<file path="config.mk">
export PLATFORM = sky130hd
export DESIGN_NAME = microphone_spi_reader
export DESIGN_NICKNAME = d
export VERILOG_FILES = /design/src/rtl/mic_spi_pkg.sv /design/src/rtl/microphone_spi_reader_bit_timer.sv /design/src/rtl/microphone_spi_reader.sv
export SDC_FILE = /design/constraint.sdc
export NUM_CORES = 1
export LEC_CHECK = 0
export ABC_CLOCK_PERIOD_IN_PS = 2500
export CAP_MARGIN = 20
export CORE_AREA = 3 3 70 79
export CTS_CLUSTER_DIAMETER = 60
export DETAILED_ROUTE_END_ITERATION = 10
export DIE_AREA = 0 0 73 82
export PLACE_DENSITY = 0.72
export SETUP_SLACK_MARGIN = 0.1
export SKIP_LAST_GASP = 1
export SLEW_MARGIN = 20
export SYNTH_ARGS = -nofsm -noshare
export SYNTH_HDL_FRONTEND = slang
export SYNTH_SLANG_ARGS = --single-unit
</file>
<file path="constraint.sdc">
create_clock -name inputClock -period 2.5 [get_ports inputClock]
set_input_delay 0.25 -clock inputClock [delete_from_list [all_inputs] [get_ports inputClock]]
set_output_delay 0.25 -clock inputClock [all_outputs]
set_load 0.01 [all_outputs]
</file>
<file path="src/rtl/mic_spi_pkg.sv">
// Shared types and default constants for the microphone SPI ADC reader.
package mic_spi_pkg;

  // Frame sequencer states; encodings are fixed so they read the same in any waveform.
  typedef enum logic [1:0] {
    IDLE  = 2'd0,
    SETUP = 2'd1,
    SHIFT = 2'd2,
    HOLD  = 2'd3
  } state_t;

  // Default timing: 25-cycle SCLK half-period (1 MHz SCLK from 50 MHz),
  // 16-bit frame, 3 leading bits before the 8-bit sample MSB.
  localparam int DefaultClockDivider = 25;
  localparam int DefaultFrameBits    = 16;
  localparam int DefaultLeadingBits  = 3;

  // Frame counter holds 0..FrameBits-1 for FrameBits up to 32.
  localparam int BitCntW = 6;

  // Half-period counter holds 0..ClockDivider-1 for ClockDivider up to 255.
  localparam int HalfCntW = 8;

  // Increment that sticks at 255 instead of wrapping back to zero.
  function automatic logic [7:0] sat_inc8(input logic [7:0] value);
    return (value == 8'hFF) ? value : value + 8'd1;
  endfunction

endpackage

</file>
<file path="src/rtl/microphone_spi_reader_bit_timer.sv">
// SpiBitTimer: counts inputClock cycles inside one SCLK half-period and flags
// the last cycle of each half-period. Restarts from zero whenever it is idle.
module SpiBitTimer
  import mic_spi_pkg::*;
#(
  parameter int HalfPeriod = DefaultClockDivider
) (
  input  logic i_clk,
  input  logic i_rst_n,
  input  logic i_run,
  output logic o_half_period_done
);

  logic [HalfCntW-1:0] r_count;

  // The final cycle of a half-period; the count rolls to zero on the next edge,
  // so every half-period is exactly HalfPeriod cycles long.
  assign o_half_period_done = i_run && (r_count == HalfCntW'(HalfPeriod - 1));

  // Half-period cycle counter, held at zero while the sequencer is idle.
  always_ff @(posedge i_clk or negedge i_rst_n) begin
    // NOTE: state is updated with <= so every flop samples pre-edge values,
    // independent of the order in which always blocks are evaluated.
    if (!i_rst_n) begin
      r_count <= '0;
    end else if (!i_run || o_half_period_done) begin
      r_count <= '0;
    end else begin
      r_count <= r_count + HalfCntW'(1);
    end
  end

endmodule

</file>
<file path="src/rtl/microphone_spi_reader.sv">
// microphone_spi_reader: on each sampleStrobe, runs one CPOL=1 SPI frame
// against the microphone ADC and publishes 8 bits of the returned word.
// Frame shape: SETUP (CS low, SCLK high) -> FrameBits low/high SCLK periods
// with MISO captured on each rising edge -> HOLD (CS high, sample published).
module microphone_spi_reader
  import mic_spi_pkg::*;
#(
  parameter int ClockDivider = DefaultClockDivider,
  parameter int FrameBits    = DefaultFrameBits,
  parameter int LeadingBits  = DefaultLeadingBits
) (
  input  logic       inputClock,
  input  logic       reset_n,
  input  logic       sampleStrobe,
  input  logic       spi_miso,
  output logic       spi_sclk,
  output logic       spi_cs_n,
  output logic [7:0] outputSample,
  output logic       sampleValid,
  output logic       busy,
  output logic [7:0] overrunCount
);

  // Position of the sample MSB inside the captured frame.
  localparam int SampleMsb = FrameBits - 1 - LeadingBits;

  state_t               r_state;
  logic                 r_sclk;
  logic                 r_cs_n;
  logic                 r_busy;
  logic                 r_valid;
  logic [7:0]           r_sample;
  logic [7:0]           r_overrun;
  logic [FrameBits-1:0] r_shift;
  logic [BitCntW-1:0]   r_bit_cnt;

  logic                 w_half_period_done;
  logic                 w_timer_run;

  // The half-period timer runs for every state except IDLE, so each of
  // SETUP, every SCLK phase and HOLD is timed by the same counter.
  assign w_timer_run = (r_state != IDLE);

  SpiBitTimer #(
    .HalfPeriod (ClockDivider)
  ) u_bit_timer (
    .i_clk              (inputClock),
    .i_rst_n            (reset_n),
    .i_run              (w_timer_run),
    .o_half_period_done (w_half_period_done)
  );

  // All outputs come straight from flops so SCLK and CS never glitch.
  assign spi_sclk     = r_sclk;
  assign spi_cs_n     = r_cs_n;
  assign busy         = r_busy;
  assign sampleValid  = r_valid;
  assign outputSample = r_sample;
  assign overrunCount = r_overrun;

  // Frame sequencer with registered SPI pins, sample output and overrun count.
  always_ff @(posedge inputClock or negedge reset_n) begin
    if (!reset_n) begin
      r_state   <= IDLE;
      r_sclk    <= 1'b1;
      r_cs_n    <= 1'b1;
      r_busy    <= 1'b0;
      r_valid   <= 1'b0;
      r_sample  <= 8'h00;
      r_overrun <= 8'h00;
      // NOTE: the shift register is an ordinary flop bank, so clearing it on
      // reset is cheap and keeps a partial frame from leaking into later reads.
      r_shift   <= '0;
      r_bit_cnt <= '0;
    end else begin
      // sampleValid is a single-cycle pulse unless HOLD is being entered.
      r_valid <= 1'b0;

      // A strobe that arrives mid-frame is dropped and counted.
      if (sampleStrobe && r_busy) begin
        r_overrun <= sat_inc8(r_overrun);
      end

      case (r_state)
        IDLE: begin
          if (sampleStrobe) begin
            r_state   <= SETUP;
            r_cs_n    <= 1'b0;
            r_sclk    <= 1'b1;
            r_busy    <= 1'b1;
            r_bit_cnt <= '0;
          end
        end

        SETUP: begin
          // CS has been low with SCLK high for one half-period; start bit 0.
          if (w_half_period_done) begin
            r_state <= SHIFT;
            r_sclk  <= 1'b0;
          end
        end

        SHIFT: begin
          if (w_half_period_done) begin
            if (!r_sclk) begin
              // Low phase over: raise SCLK and capture MISO on that same edge.
              r_sclk  <= 1'b1;
              r_shift <= {r_shift[FrameBits-2:0], spi_miso};
            end else if (r_bit_cnt == BitCntW'(FrameBits - 1)) begin
              // Last high phase over: release CS, keep SCLK idle high, publish.
              r_state  <= HOLD;
              r_cs_n   <= 1'b1;
              r_sample <= r_shift[SampleMsb -: 8];
              r_valid  <= 1'b1;
            end else begin
              r_sclk    <= 1'b0;
              r_bit_cnt <= r_bit_cnt + BitCntW'(1);
            end
          end
        end

        HOLD: begin
          // Gives the ADC its CS-high recovery time before the next frame.
          if (w_half_period_done) begin
            r_state <= IDLE;
            r_busy  <= 1'b0;
          end
        end

        default: begin
          r_state <= IDLE;
        end
      endcase
    end
  end

endmodule
</file>
==> run summary, run 1 <==
status - finished clean
Reg clk slew, reported paths - 0.09 ns
ys flop type - dfrtp_1
Starting Density - 48.2%
vias in the first global route - 1564
Area Overhead vs Synth - 23.6%
Die Wd - 73 um
slowest stage cell, crit path - or4b_4
dpl hpwl - 2860 um
Net count, final - 253
synthesis-stage register bit count - 49
relative slew slack - 52.0%
drt pass-1 iters - 4
worst IR drop on VDD - 417 uV
port bufs - 23
syn avg cell area - 11.9 um^2
antenna violations before repair - 0
Vias - 1622
CTS buffer count - 5
final setup TNS - 0 ns
Routed WL per cell - 14.2 um
worst-path fanout max - 6
Setup CP Type - reg -> reg
number of max-cap violations - 0
Post-Synthesis Cells - 199
Die Ht - 82 um
first-pass GRT wire length - 7250 um
Lkg Pwr - 0.00135 uW
commonest non-fill, non-tap cell in the layout - dfrtp_1
Syn. warnings - 0
Final Slew Violations - 0
global route overflow - 0
async set-reset flop share out of synthesis - 100%
share of layout cells above drive strength 1 - 24.6%
fill count - 404
Flop pwr share - 52.8%
CTS max path bufs - 2
power share of the combinational group - 14.5%
Pwr per Cell Area - 591 nW/um^2
Seq/Total Area, Yosys - 52.0%
routability cong. - 0.857
Post-synth EDFFs - 0
final setup margin - 0.0482 ns
fmax - 408 MHz
Crit path max-delay family - simple AND/OR/NAND/NOR gates
Setup Viol. Count Final - 0
Hold/Removal Path Class - in -> async
Buf+Inv Stages, Crit Path - 2
synth unique cells - 39
Post-DP Area - 2710 um^2
CP max stage delay - 0.45 ns
final hold violations - 0
fin crit share - 98.1%
Critical Path AT - 2.65 ns
I/O pins - 24
final wirelength - 4230 um
skew final - 0.00981 ns
# rows - 27
CTS Hold Buffers Added - 0
cell area after layout - 2920 um^2
Die Area - 5990 um^2
clock power share - 32.7%
Num Clock Sinks - 49
post-placement setup slack - 0.0496 ns
Initial DRC Count - 119
worst-margin pin slew - 0.716 ns
Min Clock Period, post-route - 2.45 ns
worst skew pair latency - 0.30 ns
largest net degree at the start of global routing - 50
Tot Pwr - 1730 uW
Total GRT Usage - 15.7%
sw power - 429 uW
H-tree depth - 2
Post-Syn Nets - 213
Sw Ratio - 24.8%
CP Data Required Time - 2.70 ns
Pint - 1300 uW
most frequent cells in the layout - dfrtp_1, clkdlybuf4s50_1, nand2_1, mux2_2, buf_4
DRC Markers - 0
CTS tree - built
core area - 4900 um^2
Final ANT Viol Nets - 0
CTS Root Cell - clkbuf_8
critical-path cell list - inv_2 > ha_4 > or4b_4 > or4_4 > or3_4 > clkbuf_16 > mux2_4
CP Launch Type - flop
Inserted Diodes - 0
area of the mapped netlist - 2360 um^2
Vias/cell - 5.44
crit path capture type - flop
RSZ-0062 raised after global routing - yes
## kinds of logic (layout without fill, tap and decap cells)
kind of cell,Yosys count,count (layout),share of synthesized area (%)
buffers and inverters,13,54,2.75
multiplexers,25,25,13.5
AO/OA/AOI/OAI,29,29,8.32
XOR/XNOR,11,11,4.08
flip-flops,49,49,52.0
adder cells (fa/ha/maj),10,10,5.30
AND/OR/NAND/NOR,62,62,14.1
## synthesized netlist by cell type, drive strengths merged, types with 2 or more instances
cell type / instances / area (um^2)
clkbuf: 3 / 11.3
a21o: 4 / 30.0
a21oi: 4 / 20.0
and3: 6 / 37.5
nand2: 16 / 60.1
dfrtp: 47 / 1180
o21ai: 5 / 25.0
mux2: 24 / 308
dfstp: 2 / 52.6
ha: 10 / 125
xnor2: 7 / 61.3
nand4: 3 / 18.8
xor2: 4 / 35.0
nand3: 11 / 55.1
o211ai: 4 / 30.0
inv: 7 / 26.3
or3: 5 / 31.3
nor2: 9 / 33.8
a31oi: 6 / 37.5
nor2b: 3 / 18.8
buf: 3 / 27.5
## per-stage QoR
stage | hold slack [ns] | utilization (%) | std cells
3_3_place_gp | 0.386 | 55.4 | 286
5_1_grt | 0.0789 | 59.6 | 298
2_1_floorplan | -0.0456 | - | 199
6_report | 0.0381 | 59.6 | 298
3_5_place_dp | 0.389 | 55.4 | 286
4_1_cts | 0.0549 | 58.3 | 296
## what timing repair did
item                       CTS  global route
pin swaps                    0             2
gates resized for setup      4             8
hold endpoints to repair     0             0
setup buffers                2             1
setup endpoints to repair   21            22
gates cloned                 0             1
## flip-flops by register name, summed over array words and instances, names as in the netlist
register / flops
r_bit_cnt: 6
busy: 1
overrunCount: 8
r_shift: 13
spi_cs_n: 1
u_bit_timer.r_count: 8
sampleValid: 1
outputSample: 8
r_state: 2
spi_sclk: 1
## final cells by class
| cell class | instances | area (um^2) | share of cell area [%] |
|---|---|---|---|
| clock buffer | 5 | 68.8 | 2.36 |
| sequential | 49 | 1230 | 42.1 |
| multi-input combinational | 137 | 1100 | 37.5 |
| inverter | 7 | 26.3 | 0.900 |
| tap | 58 | 72.6 | 2.49 |
| timing repair buffer | 39 | 383 | 13.1 |
| clock inverter | 3 | 43.8 | 1.50 |
## per-layer routing
layer  global-route usage (%)  vias up  routed length, um
met5                        0        -                  0
met4                     5.54        0                 65
met3                     3.92        6                141
met2                     24.7       29               2010
met1                     20.9      795               2020
li1                         -      792                  -
## path summary, 6_finish.rpt
check	startpoint	to	slack [ns]	cells past startpoint
min	reset_n	u_bit_timer.r_count[1]$_DFF_PN0_	0.04	2
min in group inputClock	overrunCount[6]$_DFFE_PN0P_	overrunCount[6]$_DFFE_PN0P_	0.49	1
max	u_bit_timer.r_count[0]$_DFF_PN0_	r_shift[2]$_DFFE_PN0P_	0.05	7
max reg2reg	u_bit_timer.r_count[0]$_DFF_PN0_	r_shift[2]$_DFFE_PN0P_	0.05	7
max in group asynchronous	reset_n	r_bit_cnt[1]$_DFFE_PN0P_	2.05	2
min reg2reg	overrunCount[6]$_DFFE_PN0P_	overrunCount[6]$_DFFE_PN0P_	0.49	1
## power groups by stage
stage          Clock, uW  Sequential [uW]  Combinational (uW)
2_1_floorplan          0              941                84.5
3_3_place_gp           0              927                 250
3_5_place_dp           0              926                 254
4_1_cts              581              914                 255
5_1_grt              612              924                 278
6_report             565              912                 249
Power figures use the tool's default switching activity.
==> inputs of run 2 (changes only) <==
--- a/config.mk
+++ b/config.mk
@@ -11,6 +11,7 @@
 export CTS_CLUSTER_DIAMETER = 60
 export DETAILED_ROUTE_END_ITERATION = 10
 export DIE_AREA = 0 0 73 82
+export GPL_ROUTABILITY_DRIVEN = 0
 export PLACE_DENSITY = 0.72
 export SETUP_SLACK_MARGIN = 0.1
 export SKIP_LAST_GASP = 1
==> results of run 2 <==
No change in the layout: final DEF, timing and power equal those of run 1.
